## config.mk

```make
export PLATFORM = sky130hd
export DESIGN_NAME = sseg_reader_flat
export DESIGN_NICKNAME = d
export VERILOG_FILES = /design/src/rtl/sseg_reader_if.sv /design/src/rtl/sseg_reader.sv /design/src/flat_wrapper.sv
export SDC_FILE = /design/constraint.sdc
export NUM_CORES = 1
export LEC_CHECK = 0
export BUFFER_PORTS_ARGS = -buffer_cell sky130_fd_sc_hd__clkbuf_2
export CAP_MARGIN = 20
export CELL_PAD_IN_SITES_DETAIL_PLACEMENT = 1
export CELL_PAD_IN_SITES_GLOBAL_PLACEMENT = 1
export CORE_UTILIZATION = 35
export DETAILED_ROUTE_END_ITERATION = 10
export HOLD_SLACK_MARGIN = 0.06
export PLACE_DENSITY = 0.62
export SLEW_MARGIN = 0
export SYNTH_ARGS = -nofsm -noshare
export SYNTH_HDL_FRONTEND = slang
export SYNTH_SLANG_ARGS = --single-unit
export TNS_END_PERCENT = 20
```

## constraint.sdc

```tcl
create_clock -name CLK -period 5.9 [get_ports CLK]
set_clock_uncertainty 0.1 [all_clocks]
set_input_delay 0.885 -clock CLK [delete_from_list [all_inputs] [get_ports CLK]]
set_output_delay 0.885 -clock CLK [all_outputs]
set_load 0.1 [all_outputs]
```

## src/rtl/sseg_reader_if.sv

```systemverilog
// Seven-segment display bus as seen by the loop-back reader: the raw anode and
// cathode lines plus the decoded results the reader hands back.
interface sseg_reader_if #(
  parameter int CNT_W = 8
);
  logic [7:0]       SSEG_AN;
  logic [7:0]       SSEG_CA;
  logic [3:0]       VALUE;
  logic             VALID;
  logic             ERR;
  logic             DIGIT_ON;
  logic             DP;
  logic [CNT_W-1:0] CHG_CNT;

  modport master (
    output SSEG_AN, SSEG_CA,
    input  VALUE, VALID, ERR, DIGIT_ON, DP, CHG_CNT
  );

  modport slave (
    input  SSEG_AN, SSEG_CA,
    output VALUE, VALID, ERR, DIGIT_ON, DP, CHG_CNT
  );
endinterface

```

## src/rtl/sseg_reader.sv

```systemverilog
// Seven-segment bus reader: synchronizes the active-low anode/cathode lines,
// debounces the digit pattern and decodes it back to a hex value with strobes.
module sseg_reader #(
  parameter int STABLE_CYCLES = 4,
  parameter int CNT_W         = 8
) (
  input  logic          CLK,
  input  logic          RST,
  sseg_reader_if.slave  bus
);

  localparam int SC_W = (STABLE_CYCLES < 1) ? 1 : $clog2(STABLE_CYCLES + 1);
  localparam logic [6:0] BLANK = 7'b1111111;

  typedef enum logic [1:0] {IDLE, TRACK, HOLD} state_t;

  // Returns {legal, value}; legal is 0 for blank and any non-table pattern.
  function automatic logic [4:0] decode_seg(input logic [6:0] seg);
    case (seg)
      7'b1000000: return {1'b1, 4'h0};
      7'b1111001: return {1'b1, 4'h1};
      7'b0100100: return {1'b1, 4'h2};
      7'b0110000: return {1'b1, 4'h3};
      7'b0011001: return {1'b1, 4'h4};
      7'b0010010: return {1'b1, 4'h5};
      7'b0000010: return {1'b1, 4'h6};
      7'b1111000: return {1'b1, 4'h7};
      7'b0000000: return {1'b1, 4'h8};
      7'b0011000: return {1'b1, 4'h9};
      7'b0001000: return {1'b1, 4'hA};
      7'b0000011: return {1'b1, 4'hB};
      7'b1000110: return {1'b1, 4'hC};
      7'b0100001: return {1'b1, 4'hD};
      7'b0000110: return {1'b1, 4'hE};
      7'b0001110: return {1'b1, 4'hF};
      default:    return 5'b0;
    endcase
  endfunction

  function automatic logic [CNT_W-1:0] sat_inc(input logic [CNT_W-1:0] c);
    return (&c) ? c : c + CNT_W'(1);
  endfunction

  logic [7:0]       an_p0, an_p1, ca_p0, ca_p1;
  state_t           state, state_nxt;
  logic [SC_W-1:0]  cnt, cnt_nxt;
  logic [6:0]       cand, cand_nxt;
  logic [6:0]       last, last_nxt;
  logic             accept;
  logic             qual;
  logic [6:0]       pat;
  logic [4:0]       dec;
  logic [3:0]       value_p2, value_nxt;
  logic             valid_p2, valid_nxt;
  logic             err_p2, err_nxt;
  logic             digit_on_p2, dp_p2;
  logic [CNT_W-1:0] chg_p2, chg_nxt;

  assign qual = (an_p1 == 8'hFE);
  assign pat  = ca_p1[6:0];

  // Stage p0/p1: two-flop synchronizer, idles at all-off
  always_ff @(posedge CLK) begin
    if (RST) begin
      an_p0 <= 8'hFF;
      an_p1 <= 8'hFF;
      ca_p0 <= 8'hFF;
      ca_p1 <= 8'hFF;
    end else begin
      an_p0 <= bus.SSEG_AN;
      an_p1 <= an_p0;
      ca_p0 <= bus.SSEG_CA;
      ca_p1 <= ca_p0;
    end
  end

  // Stage p2: FSM state and registered outputs
  always_ff @(posedge CLK) begin
    if (RST) begin
      state       <= IDLE;
      cnt         <= '0;
      last        <= BLANK;
      value_p2    <= 4'h0;
      valid_p2    <= 1'b0;
      err_p2      <= 1'b0;
      digit_on_p2 <= 1'b0;
      dp_p2       <= 1'b0;
      chg_p2      <= '0;
    end else begin
      state       <= state_nxt;
      cnt         <= cnt_nxt;
      last        <= last_nxt;
      value_p2    <= value_nxt;
      valid_p2    <= valid_nxt;
      err_p2      <= err_nxt;
      digit_on_p2 <= qual;
      dp_p2       <= ~ca_p1[7];
      chg_p2      <= chg_nxt;
    end
  end

  always_ff @(posedge CLK) begin
    cand <= cand_nxt;
  end

  always_comb begin
    state_nxt = state;
    cnt_nxt   = cnt;
    cand_nxt  = cand;
    accept    = 1'b0;
    if (!qual) begin
      state_nxt = IDLE;
      cnt_nxt   = '0;
    end else begin
      case (state)
        IDLE: begin
          state_nxt = TRACK;
          cnt_nxt   = SC_W'(1);
          cand_nxt  = pat;
        end
        TRACK: begin
          if (pat != cand) begin
            cnt_nxt  = SC_W'(1);
            cand_nxt = pat;
          end else begin
            cnt_nxt = cnt + SC_W'(1);
          end
        end
        HOLD: begin
          if (pat != cand) begin
            state_nxt = TRACK;
            cnt_nxt   = SC_W'(1);
            cand_nxt  = pat;
          end
        end
        default: state_nxt = IDLE;
      endcase
      // The count check covers entry into TRACK too, so a depth of 1 accepts at once
      if (state_nxt == TRACK && cnt_nxt == SC_W'(STABLE_CYCLES)) begin
        state_nxt = HOLD;
        accept    = (cand_nxt != last);
      end
    end
  end

  always_comb begin
    dec       = decode_seg(cand_nxt);
    valid_nxt = accept && dec[4];
    err_nxt   = accept && !dec[4] && (cand_nxt != BLANK);
    value_nxt = valid_nxt ? dec[3:0] : value_p2;
    chg_nxt   = valid_nxt ? sat_inc(chg_p2) : chg_p2;
    last_nxt  = accept ? cand_nxt : last;
  end

  assign bus.VALUE    = value_p2;
  assign bus.VALID    = valid_p2;
  assign bus.ERR      = err_p2;
  assign bus.DIGIT_ON = digit_on_p2;
  assign bus.DP       = dp_p2;
  assign bus.CHG_CNT  = chg_p2;

endmodule

```

## src/flat_wrapper.sv

```systemverilog
// flat-port wrapper written by rule: the top's interface ports become plain ports
module sseg_reader_flat 
#(
  parameter int STABLE_CYCLES = 4,
  parameter int CNT_W         = 8
)
  (CLK, RST, bus_SSEG_AN, bus_SSEG_CA, bus_VALUE, bus_VALID, bus_ERR, bus_DIGIT_ON, bus_DP, bus_CHG_CNT);
  sseg_reader_if #(.CNT_W(CNT_W)) bus_i ();
  input  logic CLK;
  input  logic RST;
  input wire logic [$bits(bus_i.SSEG_AN)-1:0] bus_SSEG_AN;
  input wire logic [$bits(bus_i.SSEG_CA)-1:0] bus_SSEG_CA;
  output wire logic [$bits(bus_i.VALUE)-1:0] bus_VALUE;
  output wire logic [$bits(bus_i.VALID)-1:0] bus_VALID;
  output wire logic [$bits(bus_i.ERR)-1:0] bus_ERR;
  output wire logic [$bits(bus_i.DIGIT_ON)-1:0] bus_DIGIT_ON;
  output wire logic [$bits(bus_i.DP)-1:0] bus_DP;
  output wire logic [$bits(bus_i.CHG_CNT)-1:0] bus_CHG_CNT;
  assign bus_i.SSEG_AN = bus_SSEG_AN;
  assign bus_i.SSEG_CA = bus_SSEG_CA;
  assign bus_VALUE = bus_i.VALUE;
  assign bus_VALID = bus_i.VALID;
  assign bus_ERR = bus_i.ERR;
  assign bus_DIGIT_ON = bus_i.DIGIT_ON;
  assign bus_DP = bus_i.DP;
  assign bus_CHG_CNT = bus_i.CHG_CNT;
  sseg_reader #(.STABLE_CYCLES(STABLE_CYCLES), .CNT_W(CNT_W)) u_core (.CLK(CLK), .RST(RST), .bus(bus_i));
endmodule
```

==> impl_metrics.env <==
export IMPL_outcome="complete, no violations"
export IMPL_cap_violations=0
export IMPL_yosysWarnings=0
export IMPL_postCtsHoldBufs=0
export IMPL_finalWeightedCongestion=0.8300
export IMPL_grt_pass1_vias=2643
export IMPL_critPathKind="reg2reg"
export IMPL_wirelength_um=7645
export IMPL_grt_pass1_wl_um=13460
export IMPL_crit_path_frequent_cell="o21ai_0"
export IMPL_max_stage_delay_ns=0.62
export IMPL_yosys_area_top_type="dfxtp_1"
export IMPL_grt_ovfl_total=0
export IMPL_worst_path_max_delay_cell="or4b_2"
export IMPL_post_route_util=0.4123
export IMPL_vias=2579
export IMPL_min_period_ns=4.305
export IMPL_fin_crit_sh=0.7297
export IMPL_cts_tree="built"
export IMPL_grt_use_met2=0.2709
export IMPL_hold_class="reg2reg"
export IMPL_root_buffer="clkbuf_8"
export IMPL_insertion_delay_ns=0.35
export IMPL_nNetsFinal=393
export IMPL_setup_violations=0
export IMPL_synth_seq_cells=67
export IMPL_max_freq_mhz=232.3
export IMPL_viasPerCell=5.351
export IMPL_synth_ff_type="dfxtp_1"
export IMPL_cp_arrival_ns=4.44
export IMPL_path_cells="inv_1 -> ha_1 -> o21ai_0 -> o21ai_0 -> xor2_1 -> nor2_1 -> or4b_2 -> a222oi_1 -> nand3_1 -> and3_1 -> a211o_1"
export IMPL_rows=34
export IMPL_grt_max_degree=59
export IMPL_ctsResizeCount=0
export IMPL_worstPathRequired_ns=6.04
export IMPL_drc=0
export IMPL_dieArea_um2=9476
export IMPL_synth_area_um2=3182
export IMPL_area_growth_syn_to_layout_pct=13.57
export IMPL_clock_sinks=67
export IMPL_globalRouteMet1Util=0.2499
export IMPL_n_antenna_cell=0
export IMPL_use_met3=0.02662
export IMPL_yosysMostFrequentCell="dfxtp_1"
export IMPL_synth_area_leaders="dfxtp_1 42%, or2_2 6.9%, nor2_1 3.4%"
export IMPL_core_um2=8763
export IMPL_dp_cells=466
export IMPL_rsz0062_at_grt="false"
export IMPL_globalRoute_busiestLayer="met2"
export IMPL_synth_seq_area_share=0.4215
export IMPL_final_cells=482
export IMPL_hold_viol_final=0
export IMPL_crit_path_start_kind="flip-flop"
export IMPL_clockBufferDepth=2
export IMPL_wl_per_cell_um=15.86
export IMPL_worst_r2r_setup_slack_ns=1.59
export IMPL_hpwlAfterDp_um=5509
export IMPL_cts_buffers=9
export IMPL_io_pins=34
export IMPL_synth_cell_types=73
export IMPL_ant_nets=0
export IMPL_finalMaxSlewViolations=0
export IMPL_grt_antenna_before_repair=0
export IMPL_power_leakage_nw=1.444
export IMPL_crit_fanout=6
export IMPL_synth_common_cells="67 x dfxtp_1, 35 x or2_2, 29 x nor2_1"
export IMPL_synthArstFlopShare=0
export IMPL_clk_pin_slew_worst_paths_ns=0.08
export IMPL_firstDrtPassIters=4
export IMPL_finalSetupTns_ns=0
export IMPL_syn_instance_count=335
export IMPL_first_iter_violations=107
export IMPL_slew_headroom=0.3270
export IMPL_chipHeight_um=97.35
export IMPL_worstSetupEndpointType="flip-flop"
export IMPL_synth_top_area_frac=0.4215
export IMPL_syn_area_per_cell_um2=9.498
export IMPL_syn_num_nets=359
export IMPL_post_cts_buffers=0
export IMPL_placement_io_buffers=33
export IMPL_synth_edf_count=0
export IMPL_tightest_slew_ns=1.010
export IMPL_htree_levels=3
export IMPL_ir_drop_mv=0.1565
export IMPL_start_util=0.3631
export IMPL_post_route_cells_drive_above_1_share=0.3048
export IMPL_grt_use_total=0.1771
export IMPL_die_w_um=97.35
export IMPL_p_per_area_nw_per_um2=312.8
[layout make-up]
cell class	instances	area, um^2
fill	1042	5150
multi-input combinational	244	1712
sequential	67	1341
timing repair buffer	33	165.2
clock buffer	10	137.6
tap	108	135.1
clock inverter	6	70.07
inverter	14	52.55
[path summary, 6_finish.rpt]
path	from	endpoint	cells after the start
setup / recovery	u_core.state[0]	u_core.last[6]	11
hold / removal	u_core.ca_p1[7]	u_core.bus.DP	1
setup reg to reg	u_core.state[0]	u_core.last[6]	11
hold reg to reg	u_core.ca_p1[7]	u_core.bus.DP	1
[report_power, final]
part | switching (W) | leakage [nW] | internal [W]
registers | 0.0000300 | 0.551 | 0.000478
clock network | 0.000187 | 0.107 | 0.000210
logic | 0.000150 | 0.786 | 0.0000754
[logic make-up after synthesis]
kind of cell | count (synthesis) | share of synthesized area
multiplexers | 5 | 0.01612
buffers and inverters | 24 | 0.04050
flip-flops | 67 | 0.4216
adder cells (fa/ha/maj) | 6 | 0.02359
AND/OR/NAND/NOR | 139 | 0.2525
XOR/XNOR | 12 | 0.03539
AO/OA/AOI/OAI | 82 | 0.2104
[metal layers]
| metal | part of all wire | wire length (um) |
|---|---|---|
| met2 | 0.44 | 3330 |
| met1 | 0.51 | 3923 |
| met4 | 0.019 | 149 |
| met3 | 0.032 | 241 |
| met5 | 0 | 0 |
[cell usage in the layout, fill, tap and decap left out, types with 3 or more instances in the layout]
cell type	count
o21ai_0	12
nor4_1	9
a31oi_1	6
mux2i_1	4
a22oi_4	3
nand3_1	8
dfxtp_1	67
and2_1	3
clkbuf_8	10
a32oi_1	4
o21bai_1	6
inv_2	3
nor2_1	29
ha_1	6
nor3_1	11
clkbuf_2	33
a31o_2	3
or3_1	4
or2_2	35
a21oi_1	13
a22oi_1	3
xor2_1	10
and3_1	4
nand2_1	14
inv_1	10
[metrics by stage]
stage	cell area [um^2]	setup slack (ns)	hold WS, ns	total power [W]
finish	3613	1.595	0.2959	0.001130
global route	3613	1.247	0.3202	0.001192
CTS	3613	1.586	0.2979	0.001141
detailed placement	3406	1.620	0.2824	0.0007403
global placement	3406	1.712	0.2805	0.0007396
floorplan	3182	2.482	0.2627	0.0006801
[critical path, delay by kind of cell (launching register included)]
family,cells,cell delay [ns]
DFF,1,0.41
and+or+nand+nor,4,1.54
AOI/OAI and AO/OA,4,1.51
xor gates and xnor gates,1,0.14
adders and majority gates,1,0.38
buffers and inverters,1,0.08
[flip-flops by register name (all words and copies together) (netlist names)]
register	flops
u_core.an_p0	8
u_core.an_p1	8
u_core.bus.CHG_CNT	8
u_core.ca_p0	8
u_core.ca_p1	8
u_core.cand	7
u_core.last	7
u_core.bus.VALUE	4
u_core.cnt	3
u_core.state	2
u_core.bus.DIGIT_ON	1
u_core.bus.DP	1
u_core.bus.ERR	1
u_core.bus.VALID	1
No activity file was read; power rests on OpenSTA's default activity.
